$ cat src/rtl/ps2_cmd_if.sv
// ps2_cmd_if: command request and receiver byte stream shared between a host client and ps2_cmd_ctrl
//   cmd_valid/cmd_ready/cmd_byte/cmd_has_arg/cmd_arg : command handshake (client -> controller)
//   rx_valid/rx_byte                                  : byte stream from the existing PS/2 receiver
//   rx_en                                             : receiver enable, low while the host owns the bus
//   done/err                                          : end-of-command pulse and its result code
interface ps2_cmd_if;
    logic       cmd_valid;
    logic       cmd_ready;
    logic [7:0] cmd_byte;
    logic       cmd_has_arg;
    logic [7:0] cmd_arg;
    logic       rx_valid;
    logic [7:0] rx_byte;
    logic       rx_en;
    logic       done;
    logic [1:0] err;
    modport master (
        output cmd_valid, cmd_byte, cmd_has_arg, cmd_arg, rx_valid, rx_byte,
        input  cmd_ready, rx_en, done, err
    );
    modport slave (
        input  cmd_valid, cmd_byte, cmd_has_arg, cmd_arg, rx_valid, rx_byte,
        output cmd_ready, rx_en, done, err
    );
endinterface

$ cat src/rtl/ps2_cmd_ctrl.sv
// ps2_cmd_ctrl: host-to-device PS/2 command sequencer (inhibit, serialise, line-ack, FA/FE response)
//   clk, rst_n              : system clock, asynchronous active-low reset
//   ps2clk_in, ps2data_in   : raw PS/2 lines (asynchronous, synchronised here)
//   ps2clk_oe, ps2data_oe   : 1 = pull the open-drain line low
//   bus (ps2_cmd_if.slave)  : command handshake, receiver byte stream, rx_en, done/err
//   err codes: 0 ok, 1 timeout, 2 no line-ack, 3 FE retries exhausted
//   PS2_BAT_EN: when defined, a reset (FF) command runs automatically out of reset and
//   completes only after the device reports AA (self-test passed) or FC (failed).
module ps2_cmd_ctrl #(
    parameter int INHIBIT_CYCLES = 5000,
    parameter int TIMEOUT_CYCLES = 1000000,
    parameter int RETRY_MAX      = 2
) (
    input  logic clk,
    input  logic rst_n,
    input  logic ps2clk_in,
    input  logic ps2data_in,
    output logic ps2clk_oe,
    output logic ps2data_oe,
    ps2_cmd_if.slave bus
);
`ifdef PS2_BAT_EN
    localparam logic BAT_EN = 1'b1;
`else
    localparam logic BAT_EN = 1'b0;
`endif
    localparam int TW = $clog2(10 * TIMEOUT_CYCLES + 1);
    localparam int RW = $clog2(RETRY_MAX + 2);
    localparam logic [TW-1:0] TO_LIM  = TW'(TIMEOUT_CYCLES - 1);
    localparam logic [TW-1:0] TO_BAT  = TW'(10 * TIMEOUT_CYCLES - 1);
    localparam logic [TW-1:0] INH_LIM = TW'(INHIBIT_CYCLES - 1);
    typedef enum logic [2:0] {IDLE, INHIBIT, REQ, TX, LACK, RESP} state_t;
    state_t state_q, state_d;
    logic [TW-1:0] to_q, to_d;
    logic [3:0] bit_q, bit_d;
    logic [7:0] byte_q, byte_d, arg_q, arg_d;
    logic has_arg_q, has_arg_d, first_q, first_d;
    logic [RW-1:0] retry_q, retry_d;
    logic clk_oe_q, clk_oe_d, data_oe_q, data_oe_d;
    logic done_q, done_d;
    logic [1:0] err_q, err_d;
    logic bat_q, bat_d, aa_wait_q, aa_wait_d;
    logic [2:0] ck_sync_q, ck_sync_d;
    logic [1:0] dt_sync_q, dt_sync_d;
    logic fall, expire, accept;
    // ck_sync_q[2] is the previous synchronised level, so fall aligns with dt_sync_q[1]
    assign fall   = ck_sync_q[2] & ~ck_sync_q[1];
    assign expire = (state_q != IDLE) && (to_q == (aa_wait_q ? TO_BAT : TO_LIM));
    assign accept = bus.cmd_valid & bus.cmd_ready;
    assign ps2clk_oe     = clk_oe_q;
    assign ps2data_oe    = data_oe_q;
    assign bus.cmd_ready = (state_q == IDLE) & ~done_q;
    assign bus.rx_en     = (state_q == IDLE) | (state_q == RESP);
    assign bus.done      = done_q;
    assign bus.err       = err_q;
    always_ff @(posedge clk or negedge rst_n) begin
        if (!rst_n) begin
            state_q   <= BAT_EN ? INHIBIT : IDLE;
            to_q      <= '0;
            bit_q     <= '0;
            byte_q    <= BAT_EN ? 8'hFF : 8'h00;
            arg_q     <= '0;
            has_arg_q <= 1'b0;
            first_q   <= 1'b1;
            retry_q   <= '0;
            clk_oe_q  <= 1'b0;
            data_oe_q <= 1'b0;
            done_q    <= 1'b0;
            err_q     <= '0;
            bat_q     <= BAT_EN;
            aa_wait_q <= 1'b0;
            ck_sync_q <= '1;
            dt_sync_q <= '1;
        end else begin
            state_q   <= state_d;
            to_q      <= to_d;
            bit_q     <= bit_d;
            byte_q    <= byte_d;
            arg_q     <= arg_d;
            has_arg_q <= has_arg_d;
            first_q   <= first_d;
            retry_q   <= retry_d;
            clk_oe_q  <= clk_oe_d;
            data_oe_q <= data_oe_d;
            done_q    <= done_d;
            err_q     <= err_d;
            bat_q     <= bat_d;
            aa_wait_q <= aa_wait_d;
            ck_sync_q <= ck_sync_d;
            dt_sync_q <= dt_sync_d;
        end
    end
    always_comb begin
        state_d   = state_q;
        bit_d     = bit_q;
        byte_d    = byte_q;
        arg_d     = arg_q;
        has_arg_d = has_arg_q;
        first_d   = first_q;
        retry_d   = retry_q;
        data_oe_d = data_oe_q;
        done_d    = 1'b0;
        err_d     = err_q;
        bat_d     = bat_q;
        aa_wait_d = aa_wait_q;
        ck_sync_d = {ck_sync_q[1:0], ps2clk_in};
        dt_sync_d = {dt_sync_q[0], ps2data_in};
        if (expire) begin
            state_d = IDLE;
            done_d  = 1'b1;
            err_d   = 2'd1;
        end else begin
            case (state_q)
                IDLE: if (accept) begin
                    state_d   = INHIBIT;
                    byte_d    = bus.cmd_byte;
                    arg_d     = bus.cmd_arg;
                    has_arg_d = bus.cmd_has_arg;
                    first_d   = 1'b1;
                    retry_d   = '0;
                end
                INHIBIT: if (to_q == INH_LIM) state_d = REQ;
                REQ: begin
                    state_d = TX;
                    bit_d   = '0;
                end
                // falls 1-8 data LSB first, fall 9 odd parity, fall 10 releases for the stop bit
                TX: if (fall) begin
                    bit_d     = bit_q + 4'd1;
                    data_oe_d = ~bit_q[3] ? ~byte_q[bit_q[2:0]] : (bit_q == 4'd8) & ^byte_q;
                    if (bit_q == 4'd9) state_d = LACK;
                end
                LACK: if (fall) begin
                    state_d = dt_sync_q[1] ? IDLE : RESP;
                    done_d  = dt_sync_q[1];
                    err_d   = dt_sync_q[1] ? 2'd2 : err_q;
                end
                RESP: if (bus.rx_valid) begin
                    if (aa_wait_q) begin
                        if (bus.rx_byte == 8'hAA || bus.rx_byte == 8'hFC) begin
                            state_d = IDLE;
                            done_d  = 1'b1;
                            err_d   = {1'b0, bus.rx_byte == 8'hFC};
                        end
                    end else if (bus.rx_byte == 8'hFA) begin
                        if (first_q & has_arg_q) begin
                            state_d = INHIBIT;
                            byte_d  = arg_q;
                            first_d = 1'b0;
                            retry_d = '0;
                        end else if (bat_q) begin
                            aa_wait_d = 1'b1;
                        end else begin
                            state_d = IDLE;
                            done_d  = 1'b1;
                            err_d   = 2'd0;
                        end
                    end else if (bus.rx_byte == 8'hFE) begin
                        if (retry_q < RW'(RETRY_MAX)) begin
                            state_d = INHIBIT;
                            retry_d = retry_q + RW'(1);
                        end else begin
                            state_d = IDLE;
                            done_d  = 1'b1;
                            err_d   = 2'd3;
                        end
                    end
                end
                default: state_d = IDLE;
            endcase
        end
        if (state_d == IDLE) begin
            bat_d     = 1'b0;
            aa_wait_d = 1'b0;
        end
        // start bit is pulled in REQ while the clock is still held, so each cycle changes one line
        data_oe_d = (state_d == REQ) | ((state_d == TX) & data_oe_d);
        clk_oe_d  = (state_d == INHIBIT) | (state_d == REQ);
        to_d = (state_d != state_q || state_q == IDLE || (fall && (state_q == TX || state_q == LACK)) ||
                (aa_wait_d && !aa_wait_q)) ? '0 : to_q + TW'(1);
    end
endmodule

$ cat src/flat_wrapper.sv
// flat-port wrapper written by rule: the top's interface ports become plain ports
module ps2_cmd_ctrl_flat 
#(
    parameter int INHIBIT_CYCLES = 5000,
    parameter int TIMEOUT_CYCLES = 1000000,
    parameter int RETRY_MAX      = 2
)
  (clk, rst_n, ps2clk_in, ps2data_in, ps2clk_oe, ps2data_oe, bus_cmd_valid, bus_cmd_byte, bus_cmd_has_arg, bus_cmd_arg, bus_rx_valid, bus_rx_byte, bus_cmd_ready, bus_rx_en, bus_done, bus_err);
  ps2_cmd_if bus_i ();
  input  logic clk;
  input  logic rst_n;
  input  logic ps2clk_in;
  input  logic ps2data_in;
  output logic ps2clk_oe;
  output logic ps2data_oe;
  input wire logic [$bits(bus_i.cmd_valid)-1:0] bus_cmd_valid;
  input wire logic [$bits(bus_i.cmd_byte)-1:0] bus_cmd_byte;
  input wire logic [$bits(bus_i.cmd_has_arg)-1:0] bus_cmd_has_arg;
  input wire logic [$bits(bus_i.cmd_arg)-1:0] bus_cmd_arg;
  input wire logic [$bits(bus_i.rx_valid)-1:0] bus_rx_valid;
  input wire logic [$bits(bus_i.rx_byte)-1:0] bus_rx_byte;
  output wire logic [$bits(bus_i.cmd_ready)-1:0] bus_cmd_ready;
  output wire logic [$bits(bus_i.rx_en)-1:0] bus_rx_en;
  output wire logic [$bits(bus_i.done)-1:0] bus_done;
  output wire logic [$bits(bus_i.err)-1:0] bus_err;
  assign bus_i.cmd_valid = bus_cmd_valid;
  assign bus_i.cmd_byte = bus_cmd_byte;
  assign bus_i.cmd_has_arg = bus_cmd_has_arg;
  assign bus_i.cmd_arg = bus_cmd_arg;
  assign bus_i.rx_valid = bus_rx_valid;
  assign bus_i.rx_byte = bus_rx_byte;
  assign bus_cmd_ready = bus_i.cmd_ready;
  assign bus_rx_en = bus_i.rx_en;
  assign bus_done = bus_i.done;
  assign bus_err = bus_i.err;
  ps2_cmd_ctrl #(.INHIBIT_CYCLES(INHIBIT_CYCLES), .TIMEOUT_CYCLES(TIMEOUT_CYCLES), .RETRY_MAX(RETRY_MAX)) u_core (.clk(clk), .rst_n(rst_n), .ps2clk_in(ps2clk_in), .ps2data_in(ps2data_in), .ps2clk_oe(ps2clk_oe), .ps2data_oe(ps2data_oe), .bus(bus_i));
endmodule
$ cat config.mk
export PLATFORM = sky130hd
export DESIGN_NAME = ps2_cmd_ctrl_flat
export DESIGN_NICKNAME = d
export VERILOG_FILES = /design/src/rtl/ps2_cmd_if.sv /design/src/rtl/ps2_cmd_ctrl.sv /design/src/flat_wrapper.sv
export SDC_FILE = /design/constraint.sdc
export NUM_CORES = 1
export LEC_CHECK = 0
export ABC_AREA = 1
export CAP_MARGIN = 20
export CELL_PAD_IN_SITES_DETAIL_PLACEMENT = 1
export CELL_PAD_IN_SITES_GLOBAL_PLACEMENT = 1
export CORE_AREA = 5 5 90 126
export CTS_CLUSTER_SIZE = 40
export DETAILED_ROUTE_END_ITERATION = 6
export DIE_AREA = 0 0 95 131
export PLACE_DENSITY = 0.79
export SLEW_MARGIN = 15
export SYNTH_ARGS = -nofsm -noshare
export SYNTH_HDL_FRONTEND = slang
export SYNTH_SLANG_ARGS = --single-unit
$ cat constraint.sdc
create_clock -name clk -period 1.6 [get_ports clk]
set_input_delay 0.24 -clock clk [delete_from_list [all_inputs] [get_ports clk]]
set_output_delay 0.24 -clock clk [all_outputs]
set_load 0.05 [all_outputs]
# == Word-level counts from Yosys, hierarchy flattened ==
# Index checks and enable logic that the tools add are counted.
# classes
add_sub_neg,3
magnitude_cmp,2
eq_ne,33
mux,71
bitwise,13
n_reduce_logical,21
# ops
op,count
$mux 24,2
$mux 8,5
$mux 3,12
$mux 2,17
$eq 8x8->1 const B,4
$mux 1,26
$add 24x1->24 const B,1
$eq 24x13->1 const B,1
$eq 24x24->1,1
$pmux 3 s6,1
$pmux 8 s2,1
$reduce_and 8->1,2
$ne 5x3->1 const B,3
$eq 3x2->1 const B,4
$ne 3x3->1 const B,3
$eq 4x4->1 const B,2
$ne 2x2->1 const B,4
$pmux 2 s2,2
$pmux 4 s2,1
$reduce_xor 8->1,1
$reduce_and 7->1,1
$and 1x1->1,6
$eq 3x1->1 const B,2
$eq 3x3->1 const B,2
other kinds (21),39
# totals
reg_bits,62
in_bits,31
word_cells,158

# == Depth between registers and ports, before layout ==
# Gate-level depths: netlist (run 1).
# depth
depth_word,13
ltp_mapped,16

# == Worst setup path after synthesis (run 1) ==
# OpenSTA, ideal clock, no wires.
# synth_timing
path_kind,reg-to-reg
from,reg u_core.state_q[1]
to,reg u_core.byte_q[2]
setup_ps,76
t_arrival_ps,1812
required_ps,1524
setup_slack_ps,-288
path_stages_with_launch,12
synth_period_minus_slack_ps,1888
cell_sequence,dfrtp_1 -> inv_2 -> nand3_2 -> buf_6 -> nand2_2 -> o21ai_1 -> a21oi_2 -> nand3_2 -> a21oi_4 -> buf_6 -> o211ai_2 -> o21ai_1
# synth_via
elab_chain_cells,5
elab_cells_between_ends,15
classes_between,6 x eq/ne; 1 x mux; 3 x bitwise; 5 x reduce/logical
# synth_lines
element,line_no,rtl
start: declaration,ps2_cmd_ctrl.sv:33,"state_t state_q, state_d;"
start signal: assignment,ps2_cmd_ctrl.sv:58,state_q <= BAT_EN ? INHIBIT : IDLE;
start signal: assignment,ps2_cmd_ctrl.sv:75,state_q <= state_d;
$logic_not 3->1,"ps2_cmd_ctrl.sv:52, ps2_cmd_ctrl.sv:113",
$and 1x1->1,ps2_cmd_ctrl.sv:52,assign bus.cmd_ready = (state_q == IDLE) & ~done_q;
$and 1x1->1,ps2_cmd_ctrl.sv:49,assign accept = bus.cmd_valid & bus.cmd_ready;
$ne 2x1->1 (no source line),--,
$reduce_and 7->1 (no source line),--,
end signal: assignment,ps2_cmd_ctrl.sv:61,byte_q <= BAT_EN ? 8'hFF : 8'h00;
end signal: assignment,ps2_cmd_ctrl.sv:78,byte_q <= byte_d;
end: declaration,ps2_cmd_ctrl.sv:36,"logic [7:0] byte_q, byte_d, arg_q, arg_d;"
# Several ways; a longest one is shown, not always the timed one.
# A chain may end at the register's enable or synchronous reset.

# == Worst setup path after layout (run 1) ==
# layout_timing
from,reg u_core.to_q[1]
to,reg u_core.to_q[2]
# layout_via
elab_chain_cells,9
elab_cells_between_ends,16
classes_between,1 x add/sub; 3 x eq/ne; 6 x mux; 6 x reduce/logical
# layout_lines
element,line_no,rtl
start: declaration,ps2_cmd_ctrl.sv:34,"logic [TW-1:0] to_q, to_d;"
start signal: assignment,ps2_cmd_ctrl.sv:76,to_q <= to_d;
$eq 24x13->1,ps2_cmd_ctrl.sv:122,INHIBIT: if (to_q == INH_LIM) state_d = REQ;
$mux 3,ps2_cmd_ctrl.sv:122,
$pmux 3 s6,ps2_cmd_ctrl.sv:113,case (state_q)
$mux 3,ps2_cmd_ctrl.sv:108,if (expire) begin
$ne 3x3->1 or $logic_not 3->1 (tied branches),"ps2_cmd_ctrl.sv:179, ps2_cmd_ctrl.sv:172",
$logic_or 1x1->1 or $mux 1 (tied branches),"ps2_cmd_ctrl.sv:179, ps2_cmd_ctrl.sv:172",
$logic_or 1x1->1 or $logic_and 1x1->1 (tied branches),"ps2_cmd_ctrl.sv:179, ps2_cmd_ctrl.sv:180",
$logic_or 1x1->1,ps2_cmd_ctrl.sv:179,to_d = (state_d != state_q || state_q == IDLE || (fall && (state_q == TX || state_q == LACK)) ||
$mux 24 (*),ps2_cmd_ctrl.sv:180,(aa_wait_d && !aa_wait_q)) ? '0 : to_q + TW'(1);
named net u_core.to_d[2],ps2_cmd_ctrl.sv:34,
# The timed path passes the listed nets; every way through them passes the cells marked *.

==> metrics.md, run 1 <==
| Metric | Value |
|---|---|
| Outcome | complete, but fails checks |
| Failing checks | negative setup slack |
| Average routed wire per standard cell | 27.1 um |
| Fmax achieved | 415 MHz |
| CTS Buffer Depth | 2 |
| Cell at the slowest stage of the critical path | dfrtp_1 |
| DR vias/cell | 5.90 |
| Initial Utilization | 37.9% |
| DRC | 0 |
| Ys flop type | dfrtp_1 |
| Row cnt | 44 |
| Die Ht | 131 um |
| R2R setup slack | -810 ps |
| Startpoint Class | register |
| Total die area | 0.0124 mm^2 |
| Internal power | 0.00403 W |
| Seq/Total Area, Yosys | 40.6% |
| Synthesized net count | 517 |
| DR pass1 iterations | 5 |
| Initial antenna violation count | 0 |
| Main combinational cell family by area after synthesis | simple AND/OR/NAND/NOR gates |
| Worst vdd ir | 899 uV |
| Critical Path, Cell by Cell | ha_4 > nand2_2 > inv_2 > nand2_2 > nor2_4 > nand3_1 > nand2_1 > nand4_1 > nand2_2 > nand2_1 > nand2_1 > inv_2 > nand2_8 > buf_6 > nor2_2 |
| Clock Latency Late Sink | 360 ps |
| Setup slack after placement | -632 ps |
| Mean post-synth cell area | 7.97 um^2 |
| Mapped Cells | 482 |
| CTS Root Buffer Type | clkbuf_16 |
| Worst hold start | ps2clk_in |
| Nets@finish | 693 |
| Post-synth ARST share | 100% |
| RSZ-0062 raised after global routing | yes |
| Minimum clock period | 2410 ps |
| Final hold vios | 0 |
| Worst Hold End | u_core.ck_sync_q[0] |
| Yosys Warn Count | 0 |
| Antenna viol nets, final | 0 |
| Net switching power figure | 0.00197 W |
| CP endpoint kind | register |
| Class of the worst hold path | primary input to register |
| DP Wirelength | 10200 um |
| #FFs+latches synth | 62 |
| IO Pins | 38 |
| First-pass GRT wire length | 26300 um |
| GP Congestion | 0.874 |
| Cell taking the most area after synthesis | dfrtp_1 |
| CTS buffer count | 9 |
| Synth top area cells | dfrtp_1 (36%), nand2_1 (9.1%), nor2_1 (5.5%) |
| Sw frac | 32.8% |
| Starting DRT DRC Count | 338 |
| Die width | 95 um |
| Post-synthesis adder-cell area fraction | 1.30% |
| Hold slack | 288 ps |
| Pwr Density | 945 mW/mm^2 |
| Clk pin slew, worst setup/hold paths | 60 ps |
| CP Data Required Time | 1840 ps |
| Post-synthesis mux area share | 2.05% |
| Setup-failing EPs final | 59 |
| Pleak | 2.86 nW |
| Mapped cell area | 0.00384 mm^2 |
| Slew headroom | 58.0% |
| Crit path kind | register to register |
| Clock Skew | 6.95 ps |
| Tot GR Track Use | 28.4% |
| Vias in the first global route | 4998 |
| Core area | 0.0101 mm^2 |
| Logic pwr share | 26.6% |
| CTS tree | done |
| Crit share post-route | 151% |
| Fraction of layout cells with a size suffix above 1 | 48.7% |
| Worst-margin pin slew | 630 ps |
| Netlist cell types | 43 |
| IO buf count | 37 |
| Hold path depth | 1 |
| Largest net degree at the start of global routing | 24 |
| Area Overhead vs Synth | 65.4% |
| EDFF count, synth | 0 |
| Top cell type's share of synthesized area | 36.5% |
| Crit-path max FO | 6 |
| Drt total wl | 21700 um |
| Buf/Inv on CP | 3 |
| Critical path's top delay family | simple AND/OR/NAND/NOR gates |
| Reg2Reg Depth | 15 |
| Crit path DAT | 2650 ps |
| Max stage delay on crit path | 400 ps |
| Top-count cell post-synth | nand2_1 |
| MaxCap Viol Count | 0 |
| Post-synthesis simple-gate area fraction | 33.6% |
| Clock power share | 39.8% |
| Clk sink count | 62 |
| Synth Area in XOR/XNOR | 5.47% |
| Synth cell count leaders | nand2_1 (93), dfrtp_1 (56), nor2_1 (56) |
| Vias | 4723 |
| Fin worst setup slack | -811 ps |
| Total grt overflow | 0 |
| Worst R2R End | u_core.to_q[2] |
| H-tree depth | 3 |
| Crit. path cell count | 15 |
| Final Max Tran Viols | 0 |
| Ant diodes | 0 |
| Compound-cell area share of the yosys netlist | 8.21% |
| RR Startpoint | u_core.to_q[1] |
| Sequential power share | 33.6% |
-- through the flow --
| step | power, W | instance area [um^2] | instances | setup TNS [ps] | util, % |
|---|---|---|---|---|---|
| 2_1_floorplan | 0.00261 | 3870 | 482 | -4460 | - |
| 3_3_place_gp | 0.00298 | 5190 | 756 | -17420 | 51.2 |
| 3_5_place_dp | 0.00308 | 5190 | 756 | -22900 | 51.2 |
| 4_1_cts | 0.00562 | 5870 | 785 | -16050 | 57.9 |
| 5_1_grt | 0.00615 | 6350 | 801 | -36560 | 62.7 |
| 6_report | 0.00600 | 6350 | 801 | -33840 | 62.7 |
-- cells in the final DEF (no fill, tap or decap), types with 3 or more instances in the layout --
cell	Yosys	routed
buf_12	2	7
nand2_2	4	22
nor2_2	24	33
bufinv_16	0	3
nor4_1	4	4
xor2_1	19	19
or2_2	7	7
inv_1	54	45
nor2_1	56	27
dfrtp_1	56	51
nand3_2	8	11
clkbuf_16	0	10
mux2_2	7	7
clkdlybuf4s50_1	0	29
nand2_4	1	4
a21oi_1	8	7
nand4_1	18	18
o21ai_2	0	5
nor3_1	8	6
o21ai_0	27	14
nand2_1	93	70
buf_4	2	113
nand3_4	1	6
xnor2_1	5	5
nor2_4	3	23
dfstp_2	6	6
inv_2	6	13
o21a_1	4	4
nand3_1	29	21
o211ai_1	4	4
buf_6	4	20
dfrtp_2	0	5
o21ai_1	2	9
-- final cells by class --
cell class	instances	area, um^2
clock buffer	9	225
tap	138	173
fill	1178	3770
timing repair buffer	176	1630
multi-input combinational	349	2410
clock inverter	7	121
inverter	60	230
sequential	62	1570
-- cell families (layout without fill, tap and decap cells) --
family,after synthesis,in the layout
flip-flops,62,62
multiplexers,7,7
adder cells (fa/ha/maj),4,4
AO/OA/AOI/OAI,52,52
XOR/XNOR,24,24
buffers and inverters,71,252
AND/OR/NAND/NOR,262,262
-- worst register-to-register path: cells and delay by family, from the launching register on --
kind | cells | cell delay (ps)
and+or+nand+nor | 11 | 1350
DFF | 1 | 400
buffers and inverters | 3 | 340
adders and majority gates | 1 | 190
-- registers in the layout, indices dropped and copies added (netlist names) --
signal,flops
u_core.bus.err,2
u_core.has_arg_q,1
u_core.bus.done,1
u_core.bit_q,4
u_core.ps2data_oe,1
u_core.aa_wait_q,1
u_core.dt_sync_q,2
u_core.to_q,24
u_core.arg_q,8
u_core.first_q,1
u_core.retry_q,2
u_core.ps2clk_oe,1
u_core.ck_sync_q,3
u_core.state_q,3
u_core.byte_q,8
-- power groups by stage --
stage	registers [W]	logic, W	clock network [W]
2_1_floorplan	0.00193	0.000675	0
3_3_place_gp	0.00196	0.00101	0
3_5_place_dp	0.00199	0.00109	0
4_1_cts	0.00198	0.00130	0.00234
5_1_grt	0.00201	0.00167	0.00247
6_report	0.00202	0.00160	0.00239
-- routing by layer --
| metal | track usage [%] | routed length (um) | vias to the layer above |
|---|---|---|---|
| li1 | - | - | 1921 |
| met4 | 20.6 | 2060 | 0 |
| met5 | 0 | 0 | - |
| met3 | 5.50 | 1440 | 152 |
| met2 | 53.8 | 11200 | 297 |
| met1 | 26.6 | 6980 | 2353 |
-- worst max-delay path by stage --
stage | start | endpoint | slack, ps
5_1_grt | u_core.to_q[20] | u_core.to_q[4] | -880
3_3_place_gp | bus_rx_byte[1] | u_core.to_q[23] | -490
4_1_cts | u_core.ck_sync_q[2] | u_core.to_q[23] | -410
3_5_place_dp | bus_rx_byte[3] | u_core.to_q[23] | -630
2_1_floorplan | u_core.to_q[0] | u_core.to_q[12] | -150
6_report | u_core.to_q[1] | u_core.to_q[2] | -810
-- what timing repair did --
action                                  in CTS  in global routing
cloned                                       2                  1
setup buffers                               11                 17
hold buffers                                 1                  0
resized for setup                           61                101
endpoints found under the setup margin      57                 58
endpoints found under the hold margin       17                  0
pin swaps                                   18                 32
Note: power is estimated with default switching activity, not from simulation.
==> run 2, diff against run 1 <==
--- a/config.mk
+++ b/config.mk
@@ -14,7 +14,7 @@
 export DETAILED_ROUTE_END_ITERATION = 6
 export DIE_AREA = 0 0 95 131
 export PLACE_DENSITY = 0.79
-export SLEW_MARGIN = 15
+export SLEW_MARGIN = 5
 export SYNTH_ARGS = -nofsm -noshare
 export SYNTH_HDL_FRONTEND = slang
 export SYNTH_SLANG_ARGS = --single-unit
==> results of run 2 <==
The final DEF is identical to that of run 1; final timing and power are the same.
==> run 3, diff against run 2 <==
--- a/config.mk
+++ b/config.mk
@@ -13,6 +13,7 @@
 export CTS_CLUSTER_SIZE = 40
 export DETAILED_ROUTE_END_ITERATION = 6
 export DIE_AREA = 0 0 95 131
+export GPL_TIMING_DRIVEN = 0
 export PLACE_DENSITY = 0.79
 export SLEW_MARGIN = 5
 export SYNTH_ARGS = -nofsm -noshare
==> run 3 against run 2 <==
Net effect:
- the flow finishes with violations (negative hold slack, negative setup slack)
- via count is 17% lower
- register-to-register slack improved by 210 ps
- sequential power shrank 2%
- cell area fell by 12%
- sequential cell count unchanged
- critical path type unchanged
- largest power group unchanged
==> metrics.md, run 3 (synthesis results as in run 1) <==
| Metric | Value |
|---|---|
| DR vias/cell | 5.42 |
| CP endpoint kind | register |
| Ant diodes | 0 |
| Tot GR Track Use | 21.5% |
| Critical Path, Cell by Cell | inv_2 > nor2_4 > nand2_1 > nand2_1 > nand2_2 > nor2_4 > nand3_2 > nand4_1 > nand3_2 > nor2_4 > nand2_4 > buf_4 > buf_16 > nor2_2 |
| Die width | 95 um |
| MaxCap Viol Count | 0 |
| Class of the worst hold path | primary input to asynchronous set/reset pin |
| Area Overhead vs Synth | 44.8% |
| CP Data Required Time | 1870 ps |
| Crit path kind | register to register |
| Clock Latency Late Sink | 350 ps |
| Outcome | complete, but fails checks |
| Vias | 3905 |
| Startpoint Class | register |
| Clock Skew | 12.1 ps |
| R2R setup slack | -600 ps |
| Reg2Reg Depth | 14 |
| RSZ-0062 raised after global routing | yes |
| Buf/Inv on CP | 3 |
| Critical path's most frequent cell | nor2_4 |
| Biggest regs | u_core.to_q (24), u_core.arg_q (8), u_core.byte_q (8) |
| DRC | 0 |
| Worst vdd ir | 528 uV |
| Clk sink count | 62 |
| Minimum clock period | 2200 ps |
| Post-layout util | 54.9% |
| RR Startpoint | u_core.ck_sync_q[2] |
| Failing checks | negative hold slack, negative setup slack |
| Fin worst setup slack | -599 ps |
| Initial Utilization | 37.9% |
| Starting DRT DRC Count | 158 |
| Most common cell after layout, fill and taps aside | nand2_1 |
| Total die area | 0.0124 mm^2 |
| CTS buffer count | 9 |
| Initial antenna violation count | 0 |
| Drt total wl | 14500 um |
| CTS Buffer Depth | 2 |
| Post-DP Area | 0.00441 mm^2 |
| IO buf count | 37 |
| Most frequent cells in the layout | nand2_1 (76), dfrtp_1 (49), inv_1 (44), buf_4 (40), nor2_1 (33) |
| Vias in the first global route | 4093 |
| Antenna viol nets, final | 0 |
| Fmax achieved | 455 MHz |
| Critical path's top delay family | simple AND/OR/NAND/NOR gates |
| Worst R2R End | u_core.to_q[19] |
| Max FFs per register | 24 |
| H-tree depth | 3 |
| Pwr Density | 992 mW/mm^2 |
| Core area | 0.0101 mm^2 |
| Slew headroom | 44.7% |
| Largest register by flop count | u_core.to_q |
| Pleak | 2.39 nW |
| DR pass1 iterations | 4 |
| DP Wirelength | 8220 um |
| Row cnt | 44 |
| Cell at the slowest stage of the critical path | dfstp_2 |
| CTS tree | done |
| Clk pin slew, worst setup/hold paths | 60 ps |
| Crit share post-route | 137% |
| Hold slack | -18.8 ps |
| Die Ht | 131 um |
| Average routed wire per standard cell | 20.1 um |
| Total grt overflow | 0 |
| GP Congestion | 0.910 |
| Setup-failing EPs final | 53 |
| Design Area, Final | 0.00556 mm^2 |
| Crit path DAT | 2470 ps |
| First-pass GRT wire length | 20400 um |
| CTS Hold Bufs | 0 |
| Worst-margin pin slew | 829 ps |
| Max stage delay on crit path | 520 ps |
| Crit-path max FO | 5 |
| Final Max Tran Viols | 0 |
| Fraction of layout cells with a size suffix above 1 | 38.1% |
| CTS Root Buffer Type | clkbuf_16 |
| Largest net degree at the start of global routing | 63 |
| Final hold vios | 5 |
| Nets@finish | 613 |
| IO Pins | 38 |
run 3: cell count changes in the layout (fill, tap and decap cells not counted), moves of 3 or more:
| cell | previous run | this run |
|---|---|---|
| buf_12 | 7 | 4 |
| dlygate4sd2_1 | 0 | 5 |
| nor2_4 | 23 | 27 |
| nor2_1 | 27 | 33 |
| buf_6 | 20 | 11 |
| nand2_1 | 70 | 76 |
| nand3_1 | 21 | 24 |
| buf_4 | 113 | 40 |
| nand2_2 | 22 | 18 |
| o21ai_0 | 14 | 19 |
| o21ai_1 | 9 | 5 |
| nor2_2 | 33 | 23 |
run 3: layout make-up:
cell class                      count  area (um^2)
Clock buffer                       12          256
Fill cell                        1209         4570
Multi-Input combinational cell    349         2310
Sequential cell                    62         1570
Tap cell                          138          173
Inverter                           60          235
Clock inverter                      4         70.1
Buffer                             10          114
Timing Repair Buffer               86          835
run 3: what timing repair did:
action,in CTS,in global routing
resized for setup,95,52
cloned,3,0
setup endpoints to repair,60,49
setup buffers,29,18
pin swaps,23,24
run 3: metrics by stage:
stage / TNS (ps) / power (W) / worst slack [ps] / instances / hold slack (ps)
2_1_floorplan: -4460 / 0.00261 / -154 / 482 / -55.6
3_3_place_gp: -133620 / 0.00289 / -2030 / 657 / 346
3_5_place_dp: -28130 / 0.00293 / -782 / 657 / 347
4_1_cts: -13770 / 0.00543 / -417 / 704 / 32.4
5_1_grt: -26180 / 0.00571 / -726 / 721 / 75.5
6_report: -20080 / 0.00552 / -599 / 721 / -18.8
run 3: worst max-delay path by stage:
stage,start,endpoint,cells past startpoint
floorplan,u_core.to_q[0],u_core.to_q[12],14
global placement,rst_n,u_core.bus.done,1
detailed placement,bus_rx_byte[7],u_core.to_q[14],15
CTS,u_core.ck_sync_q[2],u_core.to_q[17],14
global route,u_core.state_q[0],u_core.to_q[19],11
finish,u_core.ck_sync_q[2],u_core.to_q[19],14
run 3: metal layers:
metal  global-route usage, %  routed length, um  vias up  part of all wire [%]
li1                        -                  -     1765                     -
met1                    21.3               4990     1949                    34
met2                    42.1               8140      127                    56
met3                    3.72                514       64                   3.5
met4                    10.9                873        0                   6.0
met5                       0                  0        -                     0
run 3: power by group:
group          switching [W]  internal, W  total, W
Clock               0.000730      0.00144   0.00217
Combinational       0.000692     0.000680   0.00137
Sequential          0.000184      0.00179   0.00197
Total                0.00161      0.00391   0.00552
run 3: worst register-to-register path: stages, from the launching register on:
cell and delay [ps]:
dfstp_2 520, inv_2 40, nor2_4 160, nand2_1 80
nand2_1 110, nand2_2 100, nor2_4 150, nand3_2 130
nand4_1 150, nand3_2 110, nor2_4 130, nand2_4 80
buf_4 160, buf_16 140, nor2_2 80
